--- src/rtl/div_pkg.sv ---
// div_pkg: shared types and constants for the pipelined divider tail stage.
//   DIV_WIDTH        operand/result width
//   DIV_DZ_QUOTIENT  quotient returned for a zero divisor
//   div_result_t     corrected result {q, r, dz}
package div_pkg;

   localparam int DIV_WIDTH = 32;
   localparam logic [DIV_WIDTH-1:0] DIV_DZ_QUOTIENT = 32'hFFFF_FFFF;

   typedef struct packed {
      logic [DIV_WIDTH-1:0] q;
      logic [DIV_WIDTH-1:0] r;
      logic                 dz;
   } div_result_t;

endpackage

--- src/rtl/div_pipelined_collector_if.sv ---
// div_pipelined_collector_if: upstream latch handshake plus writeback handshake.
//   slave  : collector view (accepts iPREVIOUS_*, drives oPREVIOUS_BUSY and oDATA_*)
//   master : environment view (drives iPREVIOUS_* and iDATA_BUSY)
// Optional: DIV_PIPELINED_COLLECTOR_DIVZERO_FLAG_EN adds oDATA_DIVZERO.
interface div_pipelined_collector_if;
   import div_pkg::*;

   logic                 iPREVIOUS_VALID;
   logic                 oPREVIOUS_BUSY;
   logic                 iPREVIOUS_SIGN;
   logic [DIV_WIDTH-1:0] iPREVIOUS_DIVISOR;
   logic [DIV_WIDTH-1:0] iPREVIOUS_DIVIDEND;
   logic [DIV_WIDTH-1:0] iPREVIOUS_Q;
   logic [DIV_WIDTH-1:0] iPREVIOUS_R;
   logic                 oDATA_VALID;
   logic                 iDATA_BUSY;
   logic [DIV_WIDTH-1:0] oDATA_Q;
   logic [DIV_WIDTH-1:0] oDATA_R;
`ifdef DIV_PIPELINED_COLLECTOR_DIVZERO_FLAG_EN
   logic                 oDATA_DIVZERO;

   modport slave (
      input  iPREVIOUS_VALID, iPREVIOUS_SIGN, iPREVIOUS_DIVISOR, iPREVIOUS_DIVIDEND,
             iPREVIOUS_Q, iPREVIOUS_R, iDATA_BUSY,
      output oPREVIOUS_BUSY, oDATA_VALID, oDATA_Q, oDATA_R, oDATA_DIVZERO
   );
   modport master (
      output iPREVIOUS_VALID, iPREVIOUS_SIGN, iPREVIOUS_DIVISOR, iPREVIOUS_DIVIDEND,
             iPREVIOUS_Q, iPREVIOUS_R, iDATA_BUSY,
      input  oPREVIOUS_BUSY, oDATA_VALID, oDATA_Q, oDATA_R, oDATA_DIVZERO
   );
`else
   modport slave (
      input  iPREVIOUS_VALID, iPREVIOUS_SIGN, iPREVIOUS_DIVISOR, iPREVIOUS_DIVIDEND,
             iPREVIOUS_Q, iPREVIOUS_R, iDATA_BUSY,
      output oPREVIOUS_BUSY, oDATA_VALID, oDATA_Q, oDATA_R
   );
   modport master (
      output iPREVIOUS_VALID, iPREVIOUS_SIGN, iPREVIOUS_DIVISOR, iPREVIOUS_DIVIDEND,
             iPREVIOUS_Q, iPREVIOUS_R, iDATA_BUSY,
      input  oPREVIOUS_BUSY, oDATA_VALID, oDATA_Q, oDATA_R
   );
`endif

endinterface

--- src/rtl/div_sign_fixup.sv ---
// div_sign_fixup: turns the magnitude quotient/remainder into the final result.
//   sign, divisor, dividend : original operation
//   q, r                    : magnitude results from the divider core
//   q_fix, r_fix, dz        : corrected results and divide-by-zero flag
// Quotient sign follows the XOR of operand signs, remainder follows the dividend.
module div_sign_fixup
   import div_pkg::*;
(
   input  logic                 sign,
   input  logic [DIV_WIDTH-1:0] divisor,
   input  logic [DIV_WIDTH-1:0] dividend,
   input  logic [DIV_WIDTH-1:0] q,
   input  logic [DIV_WIDTH-1:0] r,
   output logic [DIV_WIDTH-1:0] q_fix,
   output logic [DIV_WIDTH-1:0] r_fix,
   output logic                 dz
);

   always_comb begin
      dz    = (divisor == '0);
      q_fix = q;
      r_fix = r;
      if (dz) begin
         q_fix = DIV_DZ_QUOTIENT;
         r_fix = dividend;
      end else if (sign) begin
         if (dividend[DIV_WIDTH-1] ^ divisor[DIV_WIDTH-1]) q_fix = -q;
         if (dividend[DIV_WIDTH-1])                        r_fix = -r;
      end
   end

endmodule

--- src/rtl/div_pipelined_collector.sv ---
// div_pipelined_collector: tail of the pipelined divider. Corrects the raw
// magnitude result and buffers it in a DEPTH-entry FIFO for writeback.
//   iCLOCK   system clock
//   inRESET  asynchronous active-low reset
//   iREMOVE  synchronous pipeline flush (wins over push and pop)
//   bus      slave side of div_pipelined_collector_if
// Optional: DIV_PIPELINED_COLLECTOR_DIVZERO_FLAG_EN stores a dz bit per entry
// and presents it on oDATA_DIVZERO.
module div_pipelined_collector
   import div_pkg::*;
#(
   parameter int DEPTH = 2,
   parameter int PTR_W = 1
) (
   input  logic iCLOCK,
   input  logic inRESET,
   input  logic iREMOVE,
   div_pipelined_collector_if.slave bus
);

   localparam logic [PTR_W:0] FULL_CNT = (PTR_W + 1)'(DEPTH);

   logic [DIV_WIDTH-1:0] mem_q [DEPTH];
   logic [DIV_WIDTH-1:0] mem_r [DEPTH];
   logic [PTR_W-1:0]     wptr;
   logic [PTR_W-1:0]     rptr;
   logic [PTR_W:0]       count;

   logic [DIV_WIDTH-1:0] fix_q;
   logic [DIV_WIDTH-1:0] fix_r;
   logic                 fix_dz;
   logic                 full;
   logic                 empty;
   logic                 push;
   logic                 pop;

   div_sign_fixup u_fixup (
      .sign     (bus.iPREVIOUS_SIGN),
      .divisor  (bus.iPREVIOUS_DIVISOR),
      .dividend (bus.iPREVIOUS_DIVIDEND),
      .q        (bus.iPREVIOUS_Q),
      .r        (bus.iPREVIOUS_R),
      .q_fix    (fix_q),
      .r_fix    (fix_r),
      .dz       (fix_dz)
   );

   assign full  = (count == FULL_CNT);
   assign empty = (count == '0);
   // Push is gated by full only, so a pop at full never frees the slot in the same cycle.
   assign push  = bus.iPREVIOUS_VALID && !full;
   assign pop   = !empty && !bus.iDATA_BUSY;

   always_ff @(posedge iCLOCK or negedge inRESET) begin
      if (!inRESET) begin
         wptr  <= '0;
         rptr  <= '0;
         count <= '0;
         for (int i = 0; i < DEPTH; i++) begin
            mem_q[i] <= '0;
            mem_r[i] <= '0;
         end
      end else if (iREMOVE) begin
         wptr  <= '0;
         rptr  <= '0;
         count <= '0;
      end else begin
         if (push) begin
            mem_q[wptr] <= fix_q;
            mem_r[wptr] <= fix_r;
            wptr        <= wptr + 1'b1;
         end
         if (pop) rptr <= rptr + 1'b1;
         case ({push, pop})
            2'b10:   count <= count + 1'b1;
            2'b01:   count <= count - 1'b1;
            default: count <= count;
         endcase
      end
   end

   assign bus.oPREVIOUS_BUSY = full;
   assign bus.oDATA_VALID    = !empty;
   assign bus.oDATA_Q        = empty ? '0 : mem_q[rptr];
   assign bus.oDATA_R        = empty ? '0 : mem_r[rptr];

`ifdef DIV_PIPELINED_COLLECTOR_DIVZERO_FLAG_EN
   logic mem_dz [DEPTH];

   always_ff @(posedge iCLOCK or negedge inRESET) begin
      if (!inRESET) begin
         for (int i = 0; i < DEPTH; i++) mem_dz[i] <= 1'b0;
      end else if (!iREMOVE && push) begin
         mem_dz[wptr] <= fix_dz;
      end
   end

   assign bus.oDATA_DIVZERO = empty ? 1'b0 : mem_dz[rptr];
`else
   // Results for a zero divisor are already encoded in q/r; the flag itself is not kept.
   logic unused_dz;
   assign unused_dz = fix_dz;
`endif

endmodule
--- src/flat_wrapper.sv ---
// flat-port wrapper written by rule: the top's interface ports become plain ports
module div_pipelined_collector_flat import div_pkg::*;
#(
   parameter int DEPTH = 2,
   parameter int PTR_W = 1
)
  (iCLOCK, inRESET, iREMOVE, bus_iPREVIOUS_VALID, bus_iPREVIOUS_SIGN, bus_iPREVIOUS_DIVISOR, bus_iPREVIOUS_DIVIDEND, bus_iPREVIOUS_Q, bus_iPREVIOUS_R, bus_iDATA_BUSY, bus_oPREVIOUS_BUSY, bus_oDATA_VALID, bus_oDATA_Q, bus_oDATA_R);
  div_pipelined_collector_if bus_i ();
  input  logic iCLOCK;
  input  logic inRESET;
  input  logic iREMOVE;
  input wire logic [$bits(bus_i.iPREVIOUS_VALID)-1:0] bus_iPREVIOUS_VALID;
  input wire logic [$bits(bus_i.iPREVIOUS_SIGN)-1:0] bus_iPREVIOUS_SIGN;
  input wire logic [$bits(bus_i.iPREVIOUS_DIVISOR)-1:0] bus_iPREVIOUS_DIVISOR;
  input wire logic [$bits(bus_i.iPREVIOUS_DIVIDEND)-1:0] bus_iPREVIOUS_DIVIDEND;
  input wire logic [$bits(bus_i.iPREVIOUS_Q)-1:0] bus_iPREVIOUS_Q;
  input wire logic [$bits(bus_i.iPREVIOUS_R)-1:0] bus_iPREVIOUS_R;
  input wire logic [$bits(bus_i.iDATA_BUSY)-1:0] bus_iDATA_BUSY;
  output wire logic [$bits(bus_i.oPREVIOUS_BUSY)-1:0] bus_oPREVIOUS_BUSY;
  output wire logic [$bits(bus_i.oDATA_VALID)-1:0] bus_oDATA_VALID;
  output wire logic [$bits(bus_i.oDATA_Q)-1:0] bus_oDATA_Q;
  output wire logic [$bits(bus_i.oDATA_R)-1:0] bus_oDATA_R;
  assign bus_i.iPREVIOUS_VALID = bus_iPREVIOUS_VALID;
  assign bus_i.iPREVIOUS_SIGN = bus_iPREVIOUS_SIGN;
  assign bus_i.iPREVIOUS_DIVISOR = bus_iPREVIOUS_DIVISOR;
  assign bus_i.iPREVIOUS_DIVIDEND = bus_iPREVIOUS_DIVIDEND;
  assign bus_i.iPREVIOUS_Q = bus_iPREVIOUS_Q;
  assign bus_i.iPREVIOUS_R = bus_iPREVIOUS_R;
  assign bus_i.iDATA_BUSY = bus_iDATA_BUSY;
  assign bus_oPREVIOUS_BUSY = bus_i.oPREVIOUS_BUSY;
  assign bus_oDATA_VALID = bus_i.oDATA_VALID;
  assign bus_oDATA_Q = bus_i.oDATA_Q;
  assign bus_oDATA_R = bus_i.oDATA_R;
  div_pipelined_collector #(.DEPTH(DEPTH), .PTR_W(PTR_W)) u_core (.iCLOCK(iCLOCK), .inRESET(inRESET), .iREMOVE(iREMOVE), .bus(bus_i));
endmodule
--- config.mk ---
export PLATFORM = sky130hd
export DESIGN_NAME = div_pipelined_collector_flat
export DESIGN_NICKNAME = d
export VERILOG_FILES = /design/src/rtl/div_pkg.sv /design/src/rtl/div_pipelined_collector_if.sv /design/src/rtl/div_sign_fixup.sv /design/src/rtl/div_pipelined_collector.sv /design/src/flat_wrapper.sv
export SDC_FILE = /design/constraint.sdc
export NUM_CORES = 1
export LEC_CHECK = 0
export CORE_MARGIN = 2
export CORE_UTILIZATION = 50
export CTS_CLUSTER_SIZE = 14
export DETAILED_ROUTE_END_ITERATION = 7
export GPL_TIMING_DRIVEN = 0
export HOLD_SLACK_MARGIN = 0.03
export PLACE_DENSITY = 0.77
export SYNTH_ARGS = -nofsm -noshare
export SYNTH_HDL_FRONTEND = slang
export SYNTH_HIERARCHICAL = 1
export SYNTH_SLANG_ARGS = --single-unit
--- constraint.sdc ---
create_clock -name iCLOCK -period 2.21 [get_ports iCLOCK]
set_input_delay 0.3315 -clock iCLOCK [delete_from_list [all_inputs] [get_ports iCLOCK]]
set_output_delay 0.3315 -clock iCLOCK [all_outputs]
set_load 0.005 [all_outputs]
==> results_tabular.tex <==
\begin{tabular}{lr}
\hline
Metric & Value \\
\hline
\multicolumn{2}{l}{\textbf{Logic synthesis}} \\
\quad Count of flip-flops with a built-in enable after synthesis & 0 \\
\quad Share of the synthesized area in the top cell type & 0.396 \\
\quad Largest cells by area after synthesis & sky130\_fd\_sc\_hd\_\_dfrtp\_1 40\%, sky130\_fd\_sc\_hd\_\_mux2\_4 11\%, sky130\_fd\_sc\_hd\_\_mux2\_2 8.5\%, sky130\_fd\_sc\_hd\_\_mux2i\_1 7.8\%, sky130\_fd\_sc\_hd\_\_nor2\_1 3.8\% \\
\quad Gate count after technology mapping & 777 \\
\quad Async set-reset flop share out of synthesis & 1.00 \\
\quad Sequential area share after synthesis & 0.396 \\
\quad Mean cell area of the mapped netlist & between 10 and 15 um\^{}2 \\
\quad Yosys warning count & 6 \\
\quad Net count after synthesis & 913 \\
\quad Netlist cell types & between 50 and 60 \\
\quad Post-synthesis cell type with the largest combined area & sky130\_fd\_sc\_hd\_\_dfrtp\_1 \\
\quad Area of the mapped netlist & $\sim$8300 um\^{}2 \\
\quad Prevailing post-synth register cell & sky130\_fd\_sc\_hd\_\_dfrtp\_1 \\
\quad Flip-flop and latch count after synthesis & between 100 and 150 \\
\quad List of most frequent post-synthesis cells & 132 x sky130\_fd\_sc\_hd\_\_dfrtp\_1, 84 x sky130\_fd\_sc\_hd\_\_nor2\_1, 66 x sky130\_fd\_sc\_hd\_\_nand2\_1, 65 x sky130\_fd\_sc\_hd\_\_mux2i\_1, 63 x sky130\_fd\_sc\_hd\_\_mux2\_2 \\
\quad Top-count cell post-synth & sky130\_fd\_sc\_hd\_\_dfrtp\_1 \\
\multicolumn{2}{l}{\textbf{Clock tree}} \\
\quad CTS buffer count & 17 \\
\quad Sink count of the clock tree & 132 \\
\quad CTS H-tree lvls & 4 \\
\quad Root Driver & sky130\_fd\_sc\_hd\_\_clkbuf\_16 \\
\quad Worst skew pair latency & approximately 0.42 ns \\
\quad CTS tree & yes \\
\quad Clk buf depth & 2 \\
\quad Clock slew seen by the registers of the worst setup and hold paths & about 0.060 ns \\
\multicolumn{2}{l}{\textbf{Timing}} \\
\quad Finish-stage setup viols & 8 \\
\quad Final hold violations & 0 \\
\quad Worst slew margin & 0.636 \\
\quad Worst Tran Pin Value & about 0.55 ns \\
\quad Sum of negative setup slack & -0.184 ns \\
\quad Number of max-slew violations in the final report & 0 \\
\quad Final worst path period need & 2.27 ns \\
\quad RSZ-0062 raised after global routing & yes \\
\quad Fraction of the cycle the final worst path needs & 1.03 \\
\quad Setup slack of the critical path after layout & -0.0617 ns \\
\quad Worst Skew & 0.0104 ns \\
\quad Maximum clock rate & 440 MHz \\
\multicolumn{2}{l}{\textbf{Pwr}} \\
\quad Leakage power & 0.00539 uW \\
\quad Power per cell area & 768 nW/um\^{}2 \\
\quad Switching part of the total & 0.281 \\
\quad Sequential share of power & 0.387 \\
\quad Power spent charging and discharging nets & 2580 uW \\
\quad Overall Power & 9200 uW \\
\quad Cell-internal power & 6620 uW \\
\quad Relative contribution of combinational cells to total power & 0.296 \\
\quad Clock power frac & 0.317 \\
\quad Largest vdd supply drop & around 0.00068 V \\
\multicolumn{2}{l}{\textbf{Layout}} \\
\quad Synthesis-to-layout area growth & 43.8\% \\
\quad Area of the multi-input gates & 4940 um\^{}2 \\
\quad Utilization after layout & 0.730 \\
\quad Final net count & roughly 1200 \\
\quad Number of filler cells placed in the layout & roughly 1100 \\
\quad Area occupied by registers & around 3300 um\^{}2 \\
\quad Final standard cell area without fillers & 12000 um\^{}2 \\
\quad Fraction of final layout cells sized beyond drive strength 1 & 0.277 \\
\multicolumn{2}{l}{\textbf{Floorplan}} \\
\quad Die area & about 18000 um\^{}2 \\
\quad Floorplan row count & 47 \\
\quad Effective utilization at floorplan & 0.508 \\
\quad Die outline width & 133 um \\
\quad Die boundary height & around 130 um \\
\quad I/O Pins & 200 \\
\quad Floorplan core area & about 16000 um\^{}2 \\
\multicolumn{2}{l}{\textbf{Global routing}} \\
\quad Number of global-route vias before repair & $\sim$7200 \\
\quad Maximum number of pins on one net before global-route repair & 98 \\
\quad Total global-route track usage & 0.280 \\
\quad First-pass GRT wire length & roughly 39 mm \\
\quad Overflow left after global routing & 0 \\
\quad Initial antenna violation count & 1 \\
\multicolumn{2}{l}{\textbf{Place}} \\
\quad Count of buffers inserted at the top-level ports & between 150 and 200 \\
\quad Final RePlAce weighted congestion & 0.947 \\
\quad Post-placement cell area & about 11000 um\^{}2 \\
\quad Worst-case setup slack after placement & -1.11 ns \\
\quad Post-DP HPWL & roughly 17 mm \\
\multicolumn{2}{l}{\textbf{Critical path}} \\
\quad Launching point of the worst reg2reg path & u\_core/count[1] \\
\quad CP Class & reg2out \\
\quad Library cell contributing the largest single delay on the critical path & sky130\_fd\_sc\_hd\_\_clkdlybuf4s50\_1 \\
\quad Reg-to-reg setup timing slack & $\sim$0.19 ns \\
\quad Data required time at the worst endpoint & roughly 1.9 ns \\
\quad Terminus of the critical flop-to-flop path & u\_core/mem\_r[19] \\
\quad Cell Chain, Critical Path & buf\_12, buf\_12, mux2i\_1, nor2\_2, clkdlybuf4s50\_1 \\
\quad Category of the worst setup path launch point & register \\
\quad Maximum cell stage delay along the critical path & 0.51 ns \\
\quad Sort of element at the end of the critical path & output port \\
\quad Most used cell, CP & sky130\_fd\_sc\_hd\_\_buf\_12 \\
\quad Largest fanout on the critical path & 10 \\
\quad Length in cells of the worst reg-to-reg path & 6 \\
\quad CP Data Arrival Time & 1.94 ns \\
\multicolumn{2}{l}{\textbf{Routing}} \\
\quad DRC violations left & 0 \\
\quad Routed wirelength normalized by instance count & around 20 um \\
\quad Number of routed nets with antenna violations & 0 \\
\quad Via total after detailed routing & a little over 7000 \\
\quad Vias per inst & $\sim$5.7 \\
\quad Total iterations of the first detailed-routing run & 7 \\
\quad Number of violations reported at the end of detailed-routing iteration 0 & slightly below 500 \\
\quad Wirelength, routed & 25.2 mm \\
\multicolumn{2}{l}{\textbf{Hold path}} \\
\quad Worst min path class & in2async \\
\multicolumn{2}{l}{\textbf{Flow run}} \\
\quad \# Max-Cap Violations & 0 \\
\multicolumn{2}{l}{\textbf{Run status}} \\
\quad Result of the run & finished with violations \\
\quad Violations in the final reports & negative setup slack \\
\hline
\end{tabular}
[logic make-up (layout without fill, tap and decap cells)]
group                    Yosys count  after routing  synth area share
XOR/XNOR                          56             56            0.0589
AO/OA/AOI/OAI                    100            100            0.0743
adder cells (fa/ha/maj)            2              2           0.00300
AND/OR/NAND/NOR                  236            237             0.148
flip-flops                       132            132             0.396
other                              0              1                 0
buffers and inverters             58            320            0.0417
multiplexers                     193            193             0.278
[layer usage]
layer	vias up	share of wire	global-route usage
met4	0	0.017	0.0934
met3	36	0.074	0.0559
met1	3605	0.41	0.366
li1	3288	-	-
met5	-	0	0
met2	318	0.50	0.470
[cells in the final DEF, fill, tap and decap left out, types with 4 or more instances in the layout]
cell type / count
sky130_fd_sc_hd__mux2_2: 63
sky130_fd_sc_hd__nor4_2: 4
sky130_fd_sc_hd__nand4_1: 7
sky130_fd_sc_hd__buf_12: 12
sky130_fd_sc_hd__buf_6: 5
sky130_fd_sc_hd__clkdlybuf4s15_1: 5
sky130_fd_sc_hd__a31oi_1: 10
sky130_fd_sc_hd__clkbuf_1: 9
sky130_fd_sc_hd__dfrtp_1: 130
sky130_fd_sc_hd__nor2_2: 7
sky130_fd_sc_hd__a21oi_1: 20
sky130_fd_sc_hd__nand2_1: 66
sky130_fd_sc_hd__o21ai_0: 26
sky130_fd_sc_hd__or3_1: 9
sky130_fd_sc_hd__clkdlybuf4s50_1: 123
sky130_fd_sc_hd__buf_4: 34
sky130_fd_sc_hd__nor2_1: 76
sky130_fd_sc_hd__nand3_1: 4
sky130_fd_sc_hd__dlygate4sd2_1: 48
sky130_fd_sc_hd__nor4_4: 9
sky130_fd_sc_hd__nor3_1: 12
sky130_fd_sc_hd__mux2_1: 5
sky130_fd_sc_hd__clkbuf_8: 6
sky130_fd_sc_hd__inv_1: 10
sky130_fd_sc_hd__xor2_1: 28
sky130_fd_sc_hd__clkbuf_16: 21
sky130_fd_sc_hd__nor4_1: 9
sky130_fd_sc_hd__mux2i_1: 58
sky130_fd_sc_hd__o21ai_1: 19
sky130_fd_sc_hd__xnor2_1: 28
sky130_fd_sc_hd__buf_2: 7
sky130_fd_sc_hd__o41ai_2: 6
sky130_fd_sc_hd__o31ai_1: 5
sky130_fd_sc_hd__clkinv_4: 4
sky130_fd_sc_hd__dlymetal6s2s_1: 21
sky130_fd_sc_hd__mux2i_2: 5
sky130_fd_sc_hd__or4_4: 5
sky130_fd_sc_hd__mux2_4: 60
[how the worst max path moves through the flow]
stage	from	end
floorplan	bus_iPREVIOUS_Q[18]	u_core/mem_q[24]
global placement	inRESET	u_core/mem_q[24]
detailed placement	bus_iPREVIOUS_DIVISOR[31]	u_core/mem_r[22]
CTS	u_core/rptr	bus_oDATA_Q[27]
global route	u_core/rptr	bus_oDATA_Q[10]
finish	u_core/rptr	bus_oDATA_Q[0]
[flip-flops by register name (all words and copies together), names as in the netlist]
name          count
u_core/wptr       1
u_core/mem_q     64
u_core/mem_r     64
u_core/count      2
u_core/rptr       1
[critical path: cells and delay by family (launching register included)]
kind                   cells  cell delay [ns]
muxes                      1             0.14
buffers and inverters      3             0.83
and+or+nand+nor            1             0.12
DFF                        1             0.42
[power by group through the flow]
stage	Combinational (uW)	Sequential, uW	Clock, uW
after floorplan	1590	3420	0
after global placement	2520	3500	0
after detailed placement	2580	3530	0
after CTS	2650	3520	2950
after global routing	2920	3630	3060
final	2730	3560	2920
[stage by stage]
step	hold WS, ns	instances
after detailed placement	0.245	1197
after floorplan	0.0359	777
final	0.360	1261
after CTS	0.373	1243
after global placement	0.468	1196
after global routing	0.387	1260
[cell type report]
cell class / instances / share of cell area
clock buffer: 21 / 0.0384
inverter: 11 / 0.00345
multi-input combinational: 588 / 0.413
buffer: 44 / 0.0444
sequential: 132 / 0.276
timing repair buffer: 233 / 0.189
clock inverter: 11 / 0.0126
tap: 220 / 0.0230
antenna: 1 / 0.000209
[timing repair]
action,in CTS,in global routing
endpoints found under the hold margin,35,0
hold buffers,1,0
resized for setup,147,58
buffers inserted,12,17
endpoints found under the setup margin,193,128
pin swaps,12,18
cloned,3,1
(Power assumes the default switching activity.)
